**config.mk**
```make
export PLATFORM = sky130hd
export DESIGN_NAME = multicycle_ctrl_flat
export DESIGN_NICKNAME = d
export VERILOG_FILES = /design/src/rtl/mips_ctrl_pkg.sv /design/src/rtl/multicycle_ctrl_if.sv /design/src/rtl/ctrl_watchdog.sv /design/src/rtl/multicycle_ctrl.sv /design/src/flat_wrapper.sv
export SDC_FILE = /design/constraint.sdc
export NUM_CORES = 1
export LEC_CHECK = 0
export CORE_MARGIN = 4
export CORE_UTILIZATION = 50
export DETAILED_ROUTE_END_ITERATION = 7
export PLACE_DENSITY = 0.83
export SLEW_MARGIN = 20
export SYNTH_ARGS = -nofsm -noshare
export SYNTH_HDL_FRONTEND = slang
export SYNTH_HIERARCHICAL = 1
export SYNTH_SLANG_ARGS = --single-unit
```
**constraint.sdc**
```tcl
create_clock -name clk -period 3 [get_ports clk]
set_input_delay 0.6 -clock clk [delete_from_list [all_inputs] [get_ports clk]]
set_output_delay 0.6 -clock clk [all_outputs]
set_load 0.005 [all_outputs]
```
**src/rtl/mips_ctrl_pkg.sv**
```systemverilog
// Shared encodings for the multicycle MIPS control path: FSM states, opcodes,
// and the ALUOp / ALUSrcB / PCSrc mux selects also used by the ALU control decoder.
package mips_ctrl_pkg;

  typedef enum logic [3:0] {
    S_FETCH  = 4'd0,
    S_DECODE = 4'd1,
    S_MEMADR = 4'd2,
    S_MEMRD  = 4'd3,
    S_MEMWB  = 4'd4,
    S_MEMWR  = 4'd5,
    S_EXEC   = 4'd6,
    S_ALUWB  = 4'd7,
    S_BRANCH = 4'd8,
    S_ADDIEX = 4'd9,
    S_ADDIWB = 4'd10,
    S_JUMP   = 4'd11,
    S_ERR    = 4'd12
  } state_t;

  localparam logic [5:0] OP_RTYPE = 6'b000000;
  localparam logic [5:0] OP_LW    = 6'b100011;
  localparam logic [5:0] OP_SW    = 6'b101011;
  localparam logic [5:0] OP_BEQ   = 6'b000100;
  localparam logic [5:0] OP_ADDI  = 6'b001000;
  localparam logic [5:0] OP_J     = 6'b000010;

  localparam logic [1:0] ALUOP_ADD   = 2'b00;
  localparam logic [1:0] ALUOP_SUB   = 2'b01;
  localparam logic [1:0] ALUOP_FUNCT = 2'b10;

  localparam logic [1:0] SRCB_B       = 2'b00;
  localparam logic [1:0] SRCB_FOUR    = 2'b01;
  localparam logic [1:0] SRCB_IMM     = 2'b10;
  localparam logic [1:0] SRCB_IMM_SH2 = 2'b11;

  localparam logic [1:0] PCSRC_ALU    = 2'b00;
  localparam logic [1:0] PCSRC_ALUOUT = 2'b01;
  localparam logic [1:0] PCSRC_JUMP   = 2'b10;

  typedef struct packed {
    logic       pc_write;
    logic       branch;
    logic       iord;
    logic       mem_read;
    logic       mem_write;
    logic       ir_write;
    logic       reg_dst;
    logic       mem_to_reg;
    logic       reg_write;
    logic       alu_src_a;
    logic [1:0] alu_src_b;
    logic [1:0] alu_op;
    logic [1:0] pc_src;
    logic       halted;
  } ctrl_t;

  // States that stall on the memory handshake and are covered by the watchdog.
  function automatic logic is_mem_wait(input state_t s);
    return (s == S_FETCH) || (s == S_MEMRD) || (s == S_MEMWR);
  endfunction

endpackage

```
**src/rtl/multicycle_ctrl_if.sv**
```systemverilog
// Control bundle between the multicycle controller and the shared datapath.
interface multicycle_ctrl_if #(
  parameter int CNT_W = 32
);
  logic [5:0]       opcode;
  logic             mem_ready;
  logic             pc_write;
  logic             branch;
  logic             iord;
  logic             mem_read;
  logic             mem_write;
  logic             ir_write;
  logic             reg_dst;
  logic             mem_to_reg;
  logic             reg_write;
  logic             alu_src_a;
  logic [1:0]       alu_src_b;
  logic [1:0]       alu_op;
  logic [1:0]       pc_src;
  logic             instr_done;
  logic [CNT_W-1:0] instr_cnt;
  logic             bus_err;
  logic             halted;
  logic [3:0]       state_o;

  modport master (
    input  opcode, mem_ready,
    output pc_write, branch, iord, mem_read, mem_write, ir_write,
           reg_dst, mem_to_reg, reg_write, alu_src_a, alu_src_b,
           alu_op, pc_src, instr_done, instr_cnt, bus_err, halted, state_o
  );

  modport slave (
    output opcode, mem_ready,
    input  pc_write, branch, iord, mem_read, mem_write, ir_write,
           reg_dst, mem_to_reg, reg_write, alu_src_a, alu_src_b,
           alu_op, pc_src, instr_done, instr_cnt, bus_err, halted, state_o
  );

endinterface

```
**src/rtl/ctrl_watchdog.sv**
```systemverilog
// Memory-stall watchdog: counts consecutive not-ready cycles in a waiting state
// and flags a timeout on the MAX_WAIT-th one unless the access completes then.
module ctrl_watchdog #(
  parameter int MAX_WAIT = 15
) (
  input  logic clk,
  input  logic rst_n,
  input  logic active,
  input  logic mem_ready,
  output logic timeout
);

  logic [7:0] wait_cnt_reg;

  assign timeout = active && !mem_ready && (wait_cnt_reg == 8'(MAX_WAIT - 1));

  // Any exit from a waiting state happens through mem_ready or timeout, so
  // clearing on those (or when idle) also covers the clear-on-state-change rule.
  always_ff @(posedge clk or negedge rst_n) begin
    if (!rst_n) begin
      wait_cnt_reg <= '0;
    end else if (!active || mem_ready || timeout) begin
      wait_cnt_reg <= '0;
    end else begin
      wait_cnt_reg <= wait_cnt_reg + 8'd1;
    end
  end

endmodule

```
**src/rtl/multicycle_ctrl.sv**
```systemverilog
// Multicycle main control FSM: sequences fetch/decode/execute for R-type, LW, SW,
// BEQ, ADDI and J, counts retired instructions and halts on stalls or bad opcodes.
module multicycle_ctrl
  import mips_ctrl_pkg::*;
#(
  parameter int MAX_WAIT = 15,
  parameter int CNT_W    = 32
) (
  input logic              clk,
  input logic              rst_n,
  multicycle_ctrl_if.master bus
);

  state_t           state_reg;
  logic [5:0]       opcode_reg;
  logic [CNT_W-1:0] instr_cnt_reg;
  logic             timeout;
  logic             retire;
  ctrl_t            ctrl;

  ctrl_watchdog #(
    .MAX_WAIT (MAX_WAIT)
  ) u_watchdog (
    .clk       (clk),
    .rst_n     (rst_n),
    .active    (is_mem_wait(state_reg)),
    .mem_ready (bus.mem_ready),
    .timeout   (timeout)
  );

  always_comb begin
    retire = 1'b0;
    case (state_reg)
      S_MEMWB, S_ALUWB, S_BRANCH, S_ADDIWB, S_JUMP: retire = 1'b1;
      S_MEMWR:                                      retire = bus.mem_ready;
      default:                                      retire = 1'b0;
    endcase
  end

  always_ff @(posedge clk or negedge rst_n) begin
    if (!rst_n) begin
      state_reg     <= S_FETCH;
      opcode_reg    <= '0;
      instr_cnt_reg <= '0;
    end else begin
      if (retire) begin
        instr_cnt_reg <= instr_cnt_reg + CNT_W'(1);
      end
      case (state_reg)
        S_FETCH: begin
          if (bus.mem_ready)  state_reg <= S_DECODE;
          else if (timeout)   state_reg <= S_ERR;
        end
        S_DECODE: begin
          opcode_reg <= bus.opcode;
          case (bus.opcode)
            OP_RTYPE:     state_reg <= S_EXEC;
            OP_LW, OP_SW: state_reg <= S_MEMADR;
            OP_BEQ:       state_reg <= S_BRANCH;
            OP_ADDI:      state_reg <= S_ADDIEX;
            OP_J:         state_reg <= S_JUMP;
            default:      state_reg <= S_ERR;
          endcase
        end
        // Only LW and SW reach here, so anything that is not LW is a store.
        S_MEMADR: state_reg <= (opcode_reg == OP_LW) ? S_MEMRD : S_MEMWR;
        S_MEMRD: begin
          if (bus.mem_ready)  state_reg <= S_MEMWB;
          else if (timeout)   state_reg <= S_ERR;
        end
        S_MEMWR: begin
          if (bus.mem_ready)  state_reg <= S_FETCH;
          else if (timeout)   state_reg <= S_ERR;
        end
        S_EXEC:   state_reg <= S_ALUWB;
        S_ADDIEX: state_reg <= S_ADDIWB;
        S_MEMWB, S_ALUWB, S_BRANCH, S_ADDIWB, S_JUMP: state_reg <= S_FETCH;
        S_ERR:    state_reg <= S_ERR;
        default:  state_reg <= S_ERR;
      endcase
    end
  end

  // Moore decode; FETCH additionally gates IR/PC loads with mem_ready.
  always_comb begin
    ctrl = '0;
    case (state_reg)
      S_FETCH: begin
        ctrl.mem_read  = 1'b1;
        ctrl.alu_src_b = SRCB_FOUR;
        ctrl.alu_op    = ALUOP_ADD;
        ctrl.pc_src    = PCSRC_ALU;
        ctrl.ir_write  = bus.mem_ready;
        ctrl.pc_write  = bus.mem_ready;
      end
      S_DECODE: begin
        ctrl.alu_src_b = SRCB_IMM_SH2;
        ctrl.alu_op    = ALUOP_ADD;
      end
      S_MEMADR, S_ADDIEX: begin
        ctrl.alu_src_a = 1'b1;
        ctrl.alu_src_b = SRCB_IMM;
        ctrl.alu_op    = ALUOP_ADD;
      end
      S_MEMRD: begin
        ctrl.iord     = 1'b1;
        ctrl.mem_read = 1'b1;
      end
      S_MEMWB: begin
        ctrl.mem_to_reg = 1'b1;
        ctrl.reg_write  = 1'b1;
      end
      S_MEMWR: begin
        ctrl.iord      = 1'b1;
        ctrl.mem_write = 1'b1;
      end
      S_EXEC: begin
        ctrl.alu_src_a = 1'b1;
        ctrl.alu_src_b = SRCB_B;
        ctrl.alu_op    = ALUOP_FUNCT;
      end
      S_ALUWB: begin
        ctrl.reg_dst   = 1'b1;
        ctrl.reg_write = 1'b1;
      end
      S_BRANCH: begin
        ctrl.alu_src_a = 1'b1;
        ctrl.alu_src_b = SRCB_B;
        ctrl.alu_op    = ALUOP_SUB;
        ctrl.pc_src    = PCSRC_ALUOUT;
        ctrl.branch    = 1'b1;
      end
      S_ADDIWB: ctrl.reg_write = 1'b1;
      S_JUMP: begin
        ctrl.pc_src   = PCSRC_JUMP;
        ctrl.pc_write = 1'b1;
      end
      S_ERR:    ctrl.halted = 1'b1;
      default:  ctrl = '0;
    endcase
  end

  assign bus.pc_write   = ctrl.pc_write;
  assign bus.branch     = ctrl.branch;
  assign bus.iord       = ctrl.iord;
  assign bus.mem_read   = ctrl.mem_read;
  assign bus.mem_write  = ctrl.mem_write;
  assign bus.ir_write   = ctrl.ir_write;
  assign bus.reg_dst    = ctrl.reg_dst;
  assign bus.mem_to_reg = ctrl.mem_to_reg;
  assign bus.reg_write  = ctrl.reg_write;
  assign bus.alu_src_a  = ctrl.alu_src_a;
  assign bus.alu_src_b  = ctrl.alu_src_b;
  assign bus.alu_op     = ctrl.alu_op;
  assign bus.pc_src     = ctrl.pc_src;
  assign bus.halted     = ctrl.halted;
  assign bus.instr_done = retire;
  assign bus.instr_cnt  = instr_cnt_reg;
  assign bus.bus_err    = timeout;
  assign bus.state_o    = state_reg;

endmodule

```
**src/flat_wrapper.sv**
```systemverilog
// flat-port wrapper written by rule: the top's interface ports become plain ports
module multicycle_ctrl_flat import mips_ctrl_pkg::*;
#(
  parameter int MAX_WAIT = 15,
  parameter int CNT_W    = 32
)
  (clk, rst_n, bus_opcode, bus_mem_ready, bus_pc_write, bus_branch, bus_iord, bus_mem_read, bus_mem_write, bus_ir_write, bus_reg_dst, bus_mem_to_reg, bus_reg_write, bus_alu_src_a, bus_alu_src_b, bus_alu_op, bus_pc_src, bus_instr_done, bus_instr_cnt, bus_bus_err, bus_halted, bus_state_o);
  multicycle_ctrl_if #(.CNT_W(CNT_W)) bus_i ();
  input logic clk;
  input logic rst_n;
  input wire logic [$bits(bus_i.opcode)-1:0] bus_opcode;
  input wire logic [$bits(bus_i.mem_ready)-1:0] bus_mem_ready;
  output wire logic [$bits(bus_i.pc_write)-1:0] bus_pc_write;
  output wire logic [$bits(bus_i.branch)-1:0] bus_branch;
  output wire logic [$bits(bus_i.iord)-1:0] bus_iord;
  output wire logic [$bits(bus_i.mem_read)-1:0] bus_mem_read;
  output wire logic [$bits(bus_i.mem_write)-1:0] bus_mem_write;
  output wire logic [$bits(bus_i.ir_write)-1:0] bus_ir_write;
  output wire logic [$bits(bus_i.reg_dst)-1:0] bus_reg_dst;
  output wire logic [$bits(bus_i.mem_to_reg)-1:0] bus_mem_to_reg;
  output wire logic [$bits(bus_i.reg_write)-1:0] bus_reg_write;
  output wire logic [$bits(bus_i.alu_src_a)-1:0] bus_alu_src_a;
  output wire logic [$bits(bus_i.alu_src_b)-1:0] bus_alu_src_b;
  output wire logic [$bits(bus_i.alu_op)-1:0] bus_alu_op;
  output wire logic [$bits(bus_i.pc_src)-1:0] bus_pc_src;
  output wire logic [$bits(bus_i.instr_done)-1:0] bus_instr_done;
  output wire logic [$bits(bus_i.instr_cnt)-1:0] bus_instr_cnt;
  output wire logic [$bits(bus_i.bus_err)-1:0] bus_bus_err;
  output wire logic [$bits(bus_i.halted)-1:0] bus_halted;
  output wire logic [$bits(bus_i.state_o)-1:0] bus_state_o;
  assign bus_i.opcode = bus_opcode;
  assign bus_i.mem_ready = bus_mem_ready;
  assign bus_pc_write = bus_i.pc_write;
  assign bus_branch = bus_i.branch;
  assign bus_iord = bus_i.iord;
  assign bus_mem_read = bus_i.mem_read;
  assign bus_mem_write = bus_i.mem_write;
  assign bus_ir_write = bus_i.ir_write;
  assign bus_reg_dst = bus_i.reg_dst;
  assign bus_mem_to_reg = bus_i.mem_to_reg;
  assign bus_reg_write = bus_i.reg_write;
  assign bus_alu_src_a = bus_i.alu_src_a;
  assign bus_alu_src_b = bus_i.alu_src_b;
  assign bus_alu_op = bus_i.alu_op;
  assign bus_pc_src = bus_i.pc_src;
  assign bus_instr_done = bus_i.instr_done;
  assign bus_instr_cnt = bus_i.instr_cnt;
  assign bus_bus_err = bus_i.bus_err;
  assign bus_halted = bus_i.halted;
  assign bus_state_o = bus_i.state_o;
  multicycle_ctrl #(.MAX_WAIT(MAX_WAIT), .CNT_W(CNT_W)) u_core (.clk(clk), .rst_n(rst_n), .bus(bus_i));
endmodule
```
==> results.sh <==
export IMPL_status="finished, final reports clean"
export IMPL_yosysUniqueCellTypes=46
export IMPL_wl_um=6060
export IMPL_final_common_cell="clkdlybuf4s50_1"
export IMPL_placed_cell_area_um2=3430
export IMPL_drive_gt1_frac=0.115
export IMPL_clk_latency_ns=0.30
export IMPL_synthCells=271
export IMPL_clkTransAtPathRegs_ns=0.08
export IMPL_synth_ff_type="dfrtp_1"
export IMPL_slew_viol_final=0
export IMPL_synth_fp_nets=283
export IMPL_fin_setup_tns_ns=0
export IMPL_pre_cts_slack_ns=0.0586
export IMPL_syn_area_um2=2700
export IMPL_slew_headroom=0.608
export IMPL_fill_cells=412
export IMPL_cellPowerDensity_nw_per_um2=650
export IMPL_largest_register_ffs=32
export IMPL_peakVddDrop_mv=0.552
export IMPL_worstPathMaxFanout=6
export IMPL_crit_path_end_kind="output pin"
export IMPL_cts_setup_buffers=0
export IMPL_worstHoldPathType="input port to async pin"
export IMPL_die_width_um=81.5
export IMPL_row_count=26
export IMPL_postSynth_asyncResetShare=1.00
export IMPL_fin_skew_ns=0.0108
export IMPL_antenna_found_initial=0
export IMPL_syn_avg_cell_area_um2=9.97
export IMPL_grt_max_degree=28
export IMPL_track_usage=0.193
export IMPL_final_cell_mix="62 x clkdlybuf4s50_1, 50 x dfrtp_1, 25 x nor2_1"
export IMPL_vias_per_cell=5.56
export IMPL_cts_root_buffer="clkbuf_8"
export IMPL_cts_tree="done"
export IMPL_final_hold_violation_count=0
export IMPL_synth_edf_count=0
export IMPL_postSynthRegisterBits=50
export IMPL_min_period_ns=2.88
export IMPL_die_height_um=81.5
export IMPL_ant_nets=0
export IMPL_portBuffers=63
export IMPL_drtIter0Drc=80
export IMPL_h_tree_depth=2
export IMPL_grt_pass1_wl_um=10000
export IMPL_dp_hpwl_um=4640
export IMPL_clock_path_buffers=2
export IMPL_synth_warnings=6
export IMPL_post_route_period_util=0.961
export IMPL_area_growth_pct=30.0
export IMPL_postLayoutSetupSlackWorst_ns=0.117
export IMPL_gp_congestion=0.841
export IMPL_core_area_um2=5170
export IMPL_nNetsFinal=352
export IMPL_worst_pin_slew_ns=0.586
export IMPL_reg2regPathDepth=7
export IMPL_hold_ws_ns=0.282
export IMPL_route_vias_total=2278
export IMPL_initial_core_util=0.522
export IMPL_stdcell_area_um2=3510
export IMPL_clock_sinks=50
export IMPL_worst_ep_arrival_time_ns=2.28
export IMPL_start_kind="input port"
export IMPL_die_area_um2=6640
export IMPL_max_freq_mhz=347
export IMPL_leakage_nw=1.42
export IMPL_drcViolationCount=0
export IMPL_ios=64
export IMPL_final_util=0.679
export IMPL_yosysSeqAreaShare=0.463
export IMPL_rsz0062_at_grt="false"
export IMPL_cts_buffers_inserted=5
export IMPL_path_class="input port to output pin"
export IMPL_gr_total_overflow=0
export IMPL_grt_pass1_vias=2150
export IMPL_diodes=0
export IMPL_drv_cap=0
export IMPL_avgRoutedWirePerCell_um=14.8
export IMPL_worst_r2r_setup_slack_ns=0.77
export IMPL_cp_required_ns=2.40
export IMPL_setup_viol=0
export IMPL_dr_pass1_iters=4
## cell usage after synthesis, drive strengths merged, types with 2 or more instances
cell / instances / area (um2)
nor4b: 2 / 17.5
nor4: 5 / 67.6
buf: 5 / 36.3
and3: 6 / 37.5
mux2: 6 / 67.6
or3: 3 / 18.8
dfrtp: 50 / 1250
nand3: 16 / 85.1
inv: 10 / 37.5
o32a: 2 / 32.5
clkbuf: 5 / 18.8
ha: 3 / 37.5
nor2b: 3 / 18.8
a21oi: 8 / 43.8
xor2: 13 / 114
nand2b: 8 / 57.6
xnor2: 23 / 201
o21ai: 8 / 40.0
o22ai: 2 / 12.5
a21o: 3 / 22.5
nor3: 17 / 100
nand4: 15 / 93.8
nor2: 25 / 93.8
a31oi: 2 / 12.5
nor3b: 2 / 15.0
or2: 3 / 18.8
nand2: 16 / 60.1
## cell families (layout without fill, tap and decap cells)
logic type / after synthesis / after routing / share of synthesized area
and+or+nand+nor: 124 / 124 / 0.263
DFF: 50 / 50 / 0.463
xor gates and xnor gates: 36 / 36 / 0.117
AOI/OAI and AO/OA: 32 / 32 / 0.0838
buffers and inverters: 20 / 89 / 0.0343
muxes: 6 / 6 / 0.0250
adders and majority gates: 3 / 3 / 0.0139
## final cells by class
type	instances	area, um2	share of cell area
clock buffer	6	72.6	0.0207
multi-input combinational	201	1360	0.388
inverter	10	37.5	0.0107
clock inverter	1	7.51	0.00214
sequential	50	1250	0.356
tap	70	87.6	0.0249
timing repair buffer	72	693	0.197
## power breakdown
part / internal (W) / total (W) / switching (W)
Sequential: 0.000787 / 0.000917 / 0.000130
Clock: 0.000160 / 0.000370 / 0.000209
Combinational: 0.000542 / 0.000996 / 0.000454
Total: 0.00149 / 0.00228 / 0.000794
## metrics by stage
stage / instances / power (W)
2_1_floorplan: 271 / 0.00145
3_3_place_gp: 403 / 0.00189
3_5_place_dp: 403 / 0.00192
4_1_cts: 410 / 0.00229
5_1_grt: 410 / 0.00244
6_report: 410 / 0.00228
## timing repair
item / in CTS / in global routing
endpoints found under the setup margin: 0 / 2
hold buffers: 0 / 0
gates resized for setup: 0 / 2
## metal layers
layer | vias up | global-route usage | wire length, um | share of wire
met3 | 7 | 0.0307 | 224 | 0.037
met5 | - | 0 | 0 | 0
met1 | 1125 | 0.250 | 2700 | 0.45
li1 | 1095 | - | - | -
met4 | 0 | 0.0507 | 68 | 0.011
met2 | 51 | 0.334 | 3060 | 0.51
## critical path, stage by stage
cell and delay, ns:
clkdlybuf4s50_1 0.48, nor3b_1 0.05, buf_4 0.14, o32a_4 0.37, inv_2 0.12, clkdlybuf4s50_1 0.52
## path summary, 6_finish.rpt
path / startpoint / to
worst min register to register: u_core/bus.instr_cnt[31] / u_core/bus.instr_cnt[31]
worst max-delay path: bus_mem_ready / bus_instr_done
worst max register to register: u_core/bus.state_o[1] / u_core/bus.instr_cnt[17]
min in group clk: u_core/bus.instr_cnt[31] / u_core/bus.instr_cnt[31]
max in group asynchronous: rst_n / u_core/bus.instr_cnt[19]
worst min-delay path: rst_n / u_core/u_watchdog/wait_cnt_reg[7]
No activity file was read; power rests on OpenSTA's default activity.
